--- src/rtl/uc_pkg.sv ---
// Shared opcodes, state encoding and field helpers for the unid_controle_fsm control unit.
// State encoding is a 2-bit step with a separate halt bit on top.
package uc_pkg;

    localparam int OPC_W = 3;

    localparam logic [2:0] OP_ADD = 3'b000;
    localparam logic [2:0] OP_SUB = 3'b001;
    localparam logic [2:0] OP_NAN = 3'b010;
    localparam logic [2:0] OP_MOV = 3'b011;
    localparam logic [2:0] OP_OUT = 3'b100;
    localparam logic [2:0] OP_LDI = 3'b101;
    localparam logic [2:0] OP_HLT = 3'b110;
    localparam logic [2:0] OP_REP = 3'b111;

    // {halt, step[1:0]}
    typedef enum logic [2:0] {
        ST_IDLE   = 3'b000,
        ST_T1     = 3'b001,
        ST_T2     = 3'b010,
        ST_T3     = 3'b011,
        ST_HALTED = 3'b100
    } uc_state_t;

    // Field offsets measured down from the instruction MSB.
    localparam int RX_OFS = OPC_W;

    function automatic int ry_ofs(input int rb);
        return OPC_W + rb;
    endfunction

    function automatic int sel_imm(input int nreg);
        return nreg;
    endfunction

    function automatic int sel_r(input int nreg);
        return nreg + 1;
    endfunction

endpackage

--- src/rtl/uc_field_decode.sv ---
// Combinational split of the instruction register into opcode, RX, RY, onehot(RX), illegal.
// Under UC_HALT_EN opcode 110 is HLT, otherwise it is the only illegal opcode.
module uc_field_decode
    import uc_pkg::*;
#(
    parameter int NREG    = 8,
    parameter int INSTR_W = 16,
    localparam int RB     = $clog2(NREG)
) (
    input  logic [INSTR_W-1:0] ir,
    output logic [2:0]         opcode,
    output logic [RB-1:0]      rx,
    output logic [RB-1:0]      ry,
    output logic [NREG-1:0]    rx_onehot,
    output logic               illegal
);

    localparam int USED = OPC_W + 2 * RB;

    assign opcode    = ir[INSTR_W-1 -: OPC_W];
    assign rx        = ir[INSTR_W-1-RX_OFS -: RB];
    assign ry        = ir[INSTR_W-1-ry_ofs(RB) -: RB];
    assign rx_onehot = NREG'(1) << rx;

`ifdef UC_HALT_EN
    assign illegal = 1'b0;
`else
    assign illegal = (opcode == OP_HLT);
`endif

    // Low instruction bits carry no fields for this opcode map.
    if (INSTR_W > USED) begin : g_spare
        logic unused_low;
        assign unused_low = ^ir[INSTR_W-USED-1:0];
    end

endmodule

--- src/rtl/unid_controle_fsm.sv ---
// Self-sequencing control unit: IDLE/T1/T2/T3 with zero-bubble issue from any final step.
// Optional UC_HALT_EN makes opcode 110 a HLT that parks in HALTED until reset.
module unid_controle_fsm
    import uc_pkg::*;
#(
    parameter int NREG    = 8,
    parameter int INSTR_W = 16,
    localparam int RB     = $clog2(NREG),
    localparam int SEL_W  = $clog2(NREG + 2)
) (
    input  logic               clock,
    input  logic               reset,
    input  logic               run,
    input  logic [INSTR_W-1:0] instrucao,
    output logic [2:0]         op_select,
    output logic [NREG-1:0]    reg_enable,
    output logic               a_enable,
    output logic               r_enable,
    output logic [SEL_W-1:0]   sel_reg,
    output logic               bus_enable,
    output logic               busy,
    output logic               done,
    output logic               illegal,
    output logic               halted
);

    uc_state_t          state, state_next;
    logic [INSTR_W-1:0] ir;
    logic               load_ir;
    logic               final_step;

    logic [2:0]      opcode;
    logic [RB-1:0]   rx, ry;
    logic [NREG-1:0] rx_onehot;
    logic            illegal_op;

    uc_field_decode #(.NREG(NREG), .INSTR_W(INSTR_W)) u_decode (
        .ir        (ir),
        .opcode    (opcode),
        .rx        (rx),
        .ry        (ry),
        .rx_onehot (rx_onehot),
        .illegal   (illegal_op)
    );

    always_ff @(posedge clock or posedge reset) begin
        if (reset) begin
            state <= ST_IDLE;
            ir    <= '0;
        end else begin
            state <= state_next;
            if (load_ir) ir <= instrucao;
        end
    end

    always_comb begin
        state_next = state;
        load_ir    = 1'b0;
        final_step = 1'b0;
        op_select  = '0;
        reg_enable = '0;
        a_enable   = 1'b0;
        r_enable   = 1'b0;
        sel_reg    = '0;
        bus_enable = 1'b0;
        done       = 1'b0;
        illegal    = 1'b0;

        case (state)
            ST_IDLE: begin
                if (run) begin
                    load_ir    = 1'b1;
                    state_next = ST_T1;
                end
            end
            ST_T1: begin
                state_next = ST_T2;
                case (opcode)
                    OP_ADD, OP_SUB, OP_NAN: begin
                        sel_reg  = SEL_W'(rx);
                        a_enable = 1'b1;
                    end
                    OP_OUT:  sel_reg = SEL_W'(rx);
                    default: ;
                endcase
                if (illegal_op) begin
                    done       = 1'b1;
                    illegal    = 1'b1;
                    final_step = 1'b1;
                end
`ifdef UC_HALT_EN
                if (opcode == OP_HLT) state_next = ST_HALTED;
`endif
            end
            ST_T2: begin
                state_next = ST_T3;
                case (opcode)
                    OP_OUT: begin
                        sel_reg    = SEL_W'(rx);
                        bus_enable = 1'b1;
                        done       = 1'b1;
                        final_step = 1'b1;
                    end
                    OP_LDI: begin
                        sel_reg  = SEL_W'(sel_imm(NREG));
                        r_enable = 1'b1;
                    end
                    default: begin
                        sel_reg   = SEL_W'(ry);
                        op_select = opcode;
                        r_enable  = 1'b1;
                    end
                endcase
            end
            ST_T3: begin
                reg_enable = rx_onehot;
                sel_reg    = SEL_W'(sel_r(NREG));
                done       = 1'b1;
                final_step = 1'b1;
            end
            default: ;
        endcase

        // A final step doubles as an issue slot so back-to-back runs lose no cycle.
        if (final_step) begin
            if (run) begin
                load_ir    = 1'b1;
                state_next = ST_T1;
            end else begin
                state_next = ST_IDLE;
            end
        end
    end

    assign busy = (state == ST_T1) || (state == ST_T2) || (state == ST_T3);

`ifdef UC_HALT_EN
    assign halted = (state == ST_HALTED);
`else
    assign halted = 1'b0;
`endif

endmodule

--- config.mk ---
export PLATFORM = sky130hd
export DESIGN_NAME = unid_controle_fsm
export DESIGN_NICKNAME = d
export VERILOG_FILES = /design/src/rtl/uc_pkg.sv /design/src/rtl/uc_field_decode.sv /design/src/rtl/unid_controle_fsm.sv
export SDC_FILE = /design/constraint.sdc
export NUM_CORES = 1
export LEC_CHECK = 0
export ABC_AREA = 1
export CAP_MARGIN = 5
export CORE_MARGIN = 2
export CORE_UTILIZATION = 40
export CTS_BUF_LIST = sky130_fd_sc_hd__clkbuf_4
export DETAILED_ROUTE_END_ITERATION = 10
export GPL_TIMING_DRIVEN = 0
export PLACE_DENSITY = 0.8
export SLEW_MARGIN = 20
export SYNTH_ARGS = -nofsm -noshare
export SYNTH_HDL_FRONTEND = slang
export SYNTH_SLANG_ARGS = --single-unit
--- constraint.sdc ---
create_clock -name clock -period 2.73 [get_ports clock]
set_clock_uncertainty 0.15 [all_clocks]
set_input_delay 0.6825 -clock clock [delete_from_list [all_inputs] [get_ports clock]]
set_output_delay 0.6825 -clock clock [all_outputs]
set_load 0.05 [all_outputs]
==> impl_metrics.ini, run 1 <==
[timing]
setup_viol_count_final = 0
hold_viol_final = 0
rsz0062_at_grt = yes
setup_tns_ns = 0
fmax_ghz = 0.378
fin_crit_sh_pct = 96.9
period_needed_ns = 2.65
slew_viol_final = 0

[yosys]
synth-seq-cells = 11
synth_top_family_by_area = simple AND/OR/NAND/NOR gates
synth-simple-area-share_pct = 41.5
synth_most_common_cell = nand2_1
synthXorXnorAreaFrac_pct = 0
synth_area_leaders = dfrtp_1 33%, nand2_1 15%, nand3_1 13%
muxShareOfSynthArea_pct = 0
syn_nets = 145
synthAdderAreaFrac_pct = 9.12
yosys.cell_types.count = 18
synth_top_area_cell = dfrtp_1
synth_compound_area_share_pct = 5.32
ys.warnings.count = 0
yosysSeqAreaShare_pct = 33.4
synth_top_cells_by_count = 32 x nand2_1, 21 x nand3_1, 19 x inv_1, 12 x nor2_1, 11 x dfrtp_1
synth.avg_cell_area_um2 = 6.86
synth_top_area_share_pct = 33.4
synth_edf_count = 0
netlist_area_um2 = 823
async_flop_share_pct = 100
synth_top_flop_cell = dfrtp_1
syn-instance-count = 120

[finish]
multi_input_area_um2 = 469
drive_above_1_share_pct = 16.7
regArea_um2 = 275
fillers = 193
synthToLayoutAreaGrowth_pct = 42.1
final_area_mm2 = 0.00117
n_antenna_cell = 0
layout.nets = 182

[worst_setup_path]
cpPeakStageDelay_ns = 0.43
cp.required_ns = 1.90
worstSetupEndpointType = output port
cp_top_family = buffers and inverters
critPathLaunchType = flop
critPathBufInv = 2
critical-path-slowest-cell = dfrtp_1
path_cells = ha_1 -> inv_1 -> or2_2 -> nor2_1 -> clkdlybuf4s18_2
crit_arrival_ns = 1.81
critPathKind = reg2out
crit_fanout = 5

[placement]
portBuffers = 32
dp_hpwl_um = 1640
gp_congestion = 0.778
place_area_mm2 = 0.00118

[route]
antenna_left = 0
drt_iter0_drc = 15
dr_total_vias = 884
finalWirelength_um = 2020
drtPass1Iterations = 4
viasPerCell = 4.83
post-route-drc-count = 0
wl_per_cell_um = 11.0

[global_route]
grt_usage_pct = 17.6
grt_util_met3_pct = 2.15
grt_pass1_wl_um = 3410
grt_remaining_overflow = 0
grtUsageMet1_pct = 21.3
first_global_vias = 851
grt_max_degree = 12
use_met2_pct = 30.6
top_usage_layer = met2
antenna_found_initial = 0

[clock_tree]
cts-htree-levels = 1
clk_root_buffer_cell = clkbuf_4
cts_made_buffers = 3
cts_tree = yes
post_cts_buffers = 0
cts.hold.buffers_added = 0
clkTransAtPathRegs_ns = 0.07
clockBufferDepth = 2
cts.repair.resized = 44
insertion_delay_ns = 0.26
cts.sinks = 11

[pwr]
powerDensity_mw_per_mm2 = 1270
total_power_mw = 1.49
max-vdd-ir-drop_mv = 0.756
p_leak_nw = 0.674

[floorplanning]
die_y_um = 49.4
die_x_um = 49.4
design.core.area_mm2 = 0.00194
core.rowCount = 16
initial_utilization_pct = 42.4
design.die.area_mm2 = 0.00244
ios = 41

[hold_path]
hp-class = reg2reg

[status]
status = complete, no violations

[flow_run]
drv_cap = 0
-- stage by stage --
| step | utilization [%] | setup slack (ns) | cells | hold WS [ns] |
|---|---|---|---|---|
| 2_1_floorplan | - | 0.00223 | 120 | 0.326 |
| 3_3_place_gp | 60.6 | -0.170 | 179 | 0.357 |
| 3_5_place_dp | 60.6 | -0.212 | 179 | 0.357 |
| 4_1_cts | 61.0 | -0.197 | 183 | 0.375 |
| 5_1_grt | 60.2 | -0.00152 | 183 | 0.391 |
| 6_report | 60.2 | 0.0834 | 183 | 0.372 |
-- flip-flops by register name, summed over array words and instances, names as in the netlist --
name / count
ir: 9
state: 2
-- worst paths after layout --
path / from / to / slack [ns] / depth (start not counted)
setup / recovery: state[0] / reg_enable[3] / 0.08 / 5
hold / removal: ir[7] / ir[7] / 0.37 / 2
setup reg to reg: state[0] / ir[8] / 1.04 / 7
hold reg to reg: ir[7] / ir[7] / 0.37 / 2
max in group asynchronous: reset / ir[14] / 1.59 / 2
min in group asynchronous: reset / ir[7] / 0.55 / 2
-- layout make-up --
cell class              count  share of cell area (%)
flip-flops and latches     11                    23.5
repair buffers             32                    23.7
well taps                  27                    2.89
plain buffers               2                    1.07
multi-input cells          88                    40.1
clock buffers               4                    2.57
inverters                  19                    6.10
-- routing by layer --
layer	wire length, um	share of wire (%)
met4	26	1.3
met1	872	43
met2	1030	51
met3	88	4.4
met5	0	0
-- cell families (layout without fill, tap and decap cells) --
logic type                 after synthesis  in the layout
buffers and inverters                   21             57
and+or+nand+nor                         73             73
DFF                                     11             11
other                                    1              1
adders and majority gates                6              6
AOI/OAI and AO/OA                        8              8
-- cells in the final DEF (no fill, tap or decap), types with 2 or more instances in the layout --
| cell type | instances |
|---|---|
| a21oi_1 | 4 |
| buf_2 | 3 |
| buf_4 | 4 |
| clkbuf_2 | 2 |
| clkbuf_4 | 5 |
| clkdlybuf4s18_2 | 2 |
| clkdlybuf4s50_1 | 11 |
| dfrtp_1 | 11 |
| dlygate4sd2_1 | 10 |
| ha_1 | 4 |
| ha_2 | 2 |
| inv_1 | 18 |
| nand2_1 | 32 |
| nand2_4 | 2 |
| nand3_1 | 21 |
| nand3_2 | 3 |
| nor2_1 | 12 |
| o21ai_0 | 2 |
-- power by group --
part / switching (mW) / internal, mW / leakage (nW) / total (mW)
clock: 0.0550 / 0.0665 / 0.0184 / 0.121
combinational: 0.720 / 0.304 / 0.521 / 1.02
sequential: 0.0948 / 0.246 / 0.135 / 0.340
total: 0.870 / 0.616 / 0.674 / 1.49
-- tightest hold or removal path: cells and delay by family (launching register included) --
family,cells,cell delay (ns)
AND/OR/NAND/NOR,2,0.14
flip-flops,1,0.35
Note: power is estimated with default switching activity, not from simulation.
==> run 2: changes to the inputs <==
--- a/config.mk
+++ b/config.mk
@@ -7,7 +7,6 @@
 export LEC_CHECK = 0
 export ABC_AREA = 1
 export CAP_MARGIN = 5
-export CORE_MARGIN = 2
 export CORE_UTILIZATION = 40
 export CTS_BUF_LIST = sky130_fd_sc_hd__clkbuf_4
 export DETAILED_ROUTE_END_ITERATION = 10
==> impl_metrics.ini, run 2 (synthesis gave the netlist of run 1 again) <==
[finish]
multi_input_area_um2 = 469
regArea_um2 = 275
layout.cells.non_filler = 183
reg.largest.list = ir (9), state (2)
largest_reg_flops = 9
final_common_cell = nand2_1
n_antenna_cell = 0
fillers = 201
final_util_pct = 59.9
final_cell_mix = 32 x nand2_1, 21 x nand3_1, 18 x inv_1, 12 x nor2_1
layout.nets = 182
drive_above_1_share_pct = 16.0
largest_register = ir
synthToLayoutAreaGrowth_pct = 41.3

[global_route]
use_met2_pct = 29.0
grtUsageMet1_pct = 27.9
antenna_found_initial = 0
first_global_vias = 731
grt_remaining_overflow = 0
top_usage_layer = met2
grt_util_met3_pct = 1.54
grt_max_degree = 12
grt_pass1_wl_um = 3120
grt_usage_pct = 19.6

[pwr]
powerDensity_mw_per_mm2 = 1280
p_leak_nw = 0.679
max-vdd-ir-drop_mv = 0.650

[timing]
period_needed_ns = 2.64
setup_tns_ns = 0
whs_ns = 0.380
fmax_ghz = 0.378
fin_crit_sh_pct = 96.8
rsz0062_at_grt = no
slew_viol_final = 0
setup_viol_count_final = 0
hold_viol_final = 0

[placement]
gp_congestion = 0.807
portBuffers = 32
dp_hpwl_um = 1560
placed_cells = 179

[floorplanning]
design.core.area_mm2 = 0.00194
ios = 41
die_x_um = 47.4
die_y_um = 47.4
core.rowCount = 16
initial_utilization_pct = 42.4
design.die.area_mm2 = 0.00224

[route]
wl_per_cell_um = 10.9
finalWirelength_um = 1990
dr_total_vias = 880
post-route-drc-count = 0
antenna_left = 0
drt_iter0_drc = 22
drtPass1Iterations = 4
viasPerCell = 4.81

[worst_setup_path]
crit_fanout = 5
critPathLaunchType = flop
cp.required_ns = 1.90
crit_arrival_ns = 1.81
worstSetupEndpointType = output port
critPathKind = reg2out

[clock_tree]
clkTransAtPathRegs_ns = 0.07
insertion_delay_ns = 0.27
cts-htree-levels = 1
cts_tree = yes
clk_root_buffer_cell = clkbuf_4
cts.sinks = 11
clockBufferDepth = 2
cts_made_buffers = 3

[status]
status = complete, no violations

[flow_run]
drv_cap = 0

[hold_path]
hp-class = reg2reg
run 2: changes by cell type in the layout (fill, tap and decap cells not counted):
cell             change
buf_2                +2
buf_4                -2
clkbuf_2             -1
dlygate4sd2_1        +1
clkdlybuf4s18_2      -2
clkbuf_4             +2
run 2: cell type report:
type / instances / share of cell area [%]
multi-input combinational: 88 / 40.3
sequential: 11 / 23.7
timing repair buffer: 32 / 23.3
inverter: 19 / 6.13
tap: 27 / 2.90
clock buffer: 4 / 2.58
buffer: 2 / 1.08
run 2: power by group:
part	leakage, nW	total, mW	switching [mW]	internal [mW]
registers	0.135	0.340	0.0948	0.246
clock network	0.0184	0.124	0.0578	0.0666
logic	0.525	1.02	0.720	0.300
run 2: worst max-delay path, cell delays in order (launching register included):
cell           delay, ns
dfrtp_1             0.43
inv_1               0.13
ha_2                0.24
a21boi_0            0.18
dlygate4sd2_1       0.56
run 2: through the flow:
step / total power [mW] / worst slack, ns / instance area, um^2
finish: 1.48 / 0.0873 / 1160
global route: 1.61 / 0.000366 / 1160
CTS: 1.48 / -0.191 / 1180
detailed placement: 1.41 / -0.197 / 1180
global placement: 1.38 / -0.166 / 1180
floorplan: 1.10 / 0.00223 / 823
run 2: routing by layer:
layer | part of all wire (%) | vias up
met5 | 0 | -
met4 | 1.7 | 0
met3 | 4.7 | 2
met2 | 50 | 32
met1 | 43 | 397
li1 | - | 449
run 2: path summary, 6_finish.rpt:
kind	cells after the start	startpoint	slack, ns	end
min in group asynchronous	2	reset	0.54	ir[7]
worst max-delay path	4	state[0]	0.09	r_enable
worst min-delay path	2	ir[9]	0.38	ir[9]
worst min register to register	2	ir[9]	0.38	ir[9]
max in group asynchronous	2	reset	1.59	state[0]
worst max register to register	7	state[0]	1.05	ir[10]
run 2: timing repair:
item                                    4_1_cts  5_1_grt
gates cloned                                  0        0
pin swaps                                     0        0
hold buffers                                  0        0
endpoints found under the setup margin       21       14
setup buffers                                 0        0
gates resized for setup                      42       22
==> run 3: changes to the inputs <==
--- a/config.mk
+++ b/config.mk
@@ -6,7 +6,7 @@
 export NUM_CORES = 1
 export LEC_CHECK = 0
 export ABC_AREA = 1
-export CAP_MARGIN = 5
+export CAP_MARGIN = 25
 export CORE_UTILIZATION = 40
 export CTS_BUF_LIST = sky130_fd_sc_hd__clkbuf_4
 export DETAILED_ROUTE_END_ITERATION = 10
==> results of run 3 <==
No change in the layout: final DEF, timing and power equal those of run 2.
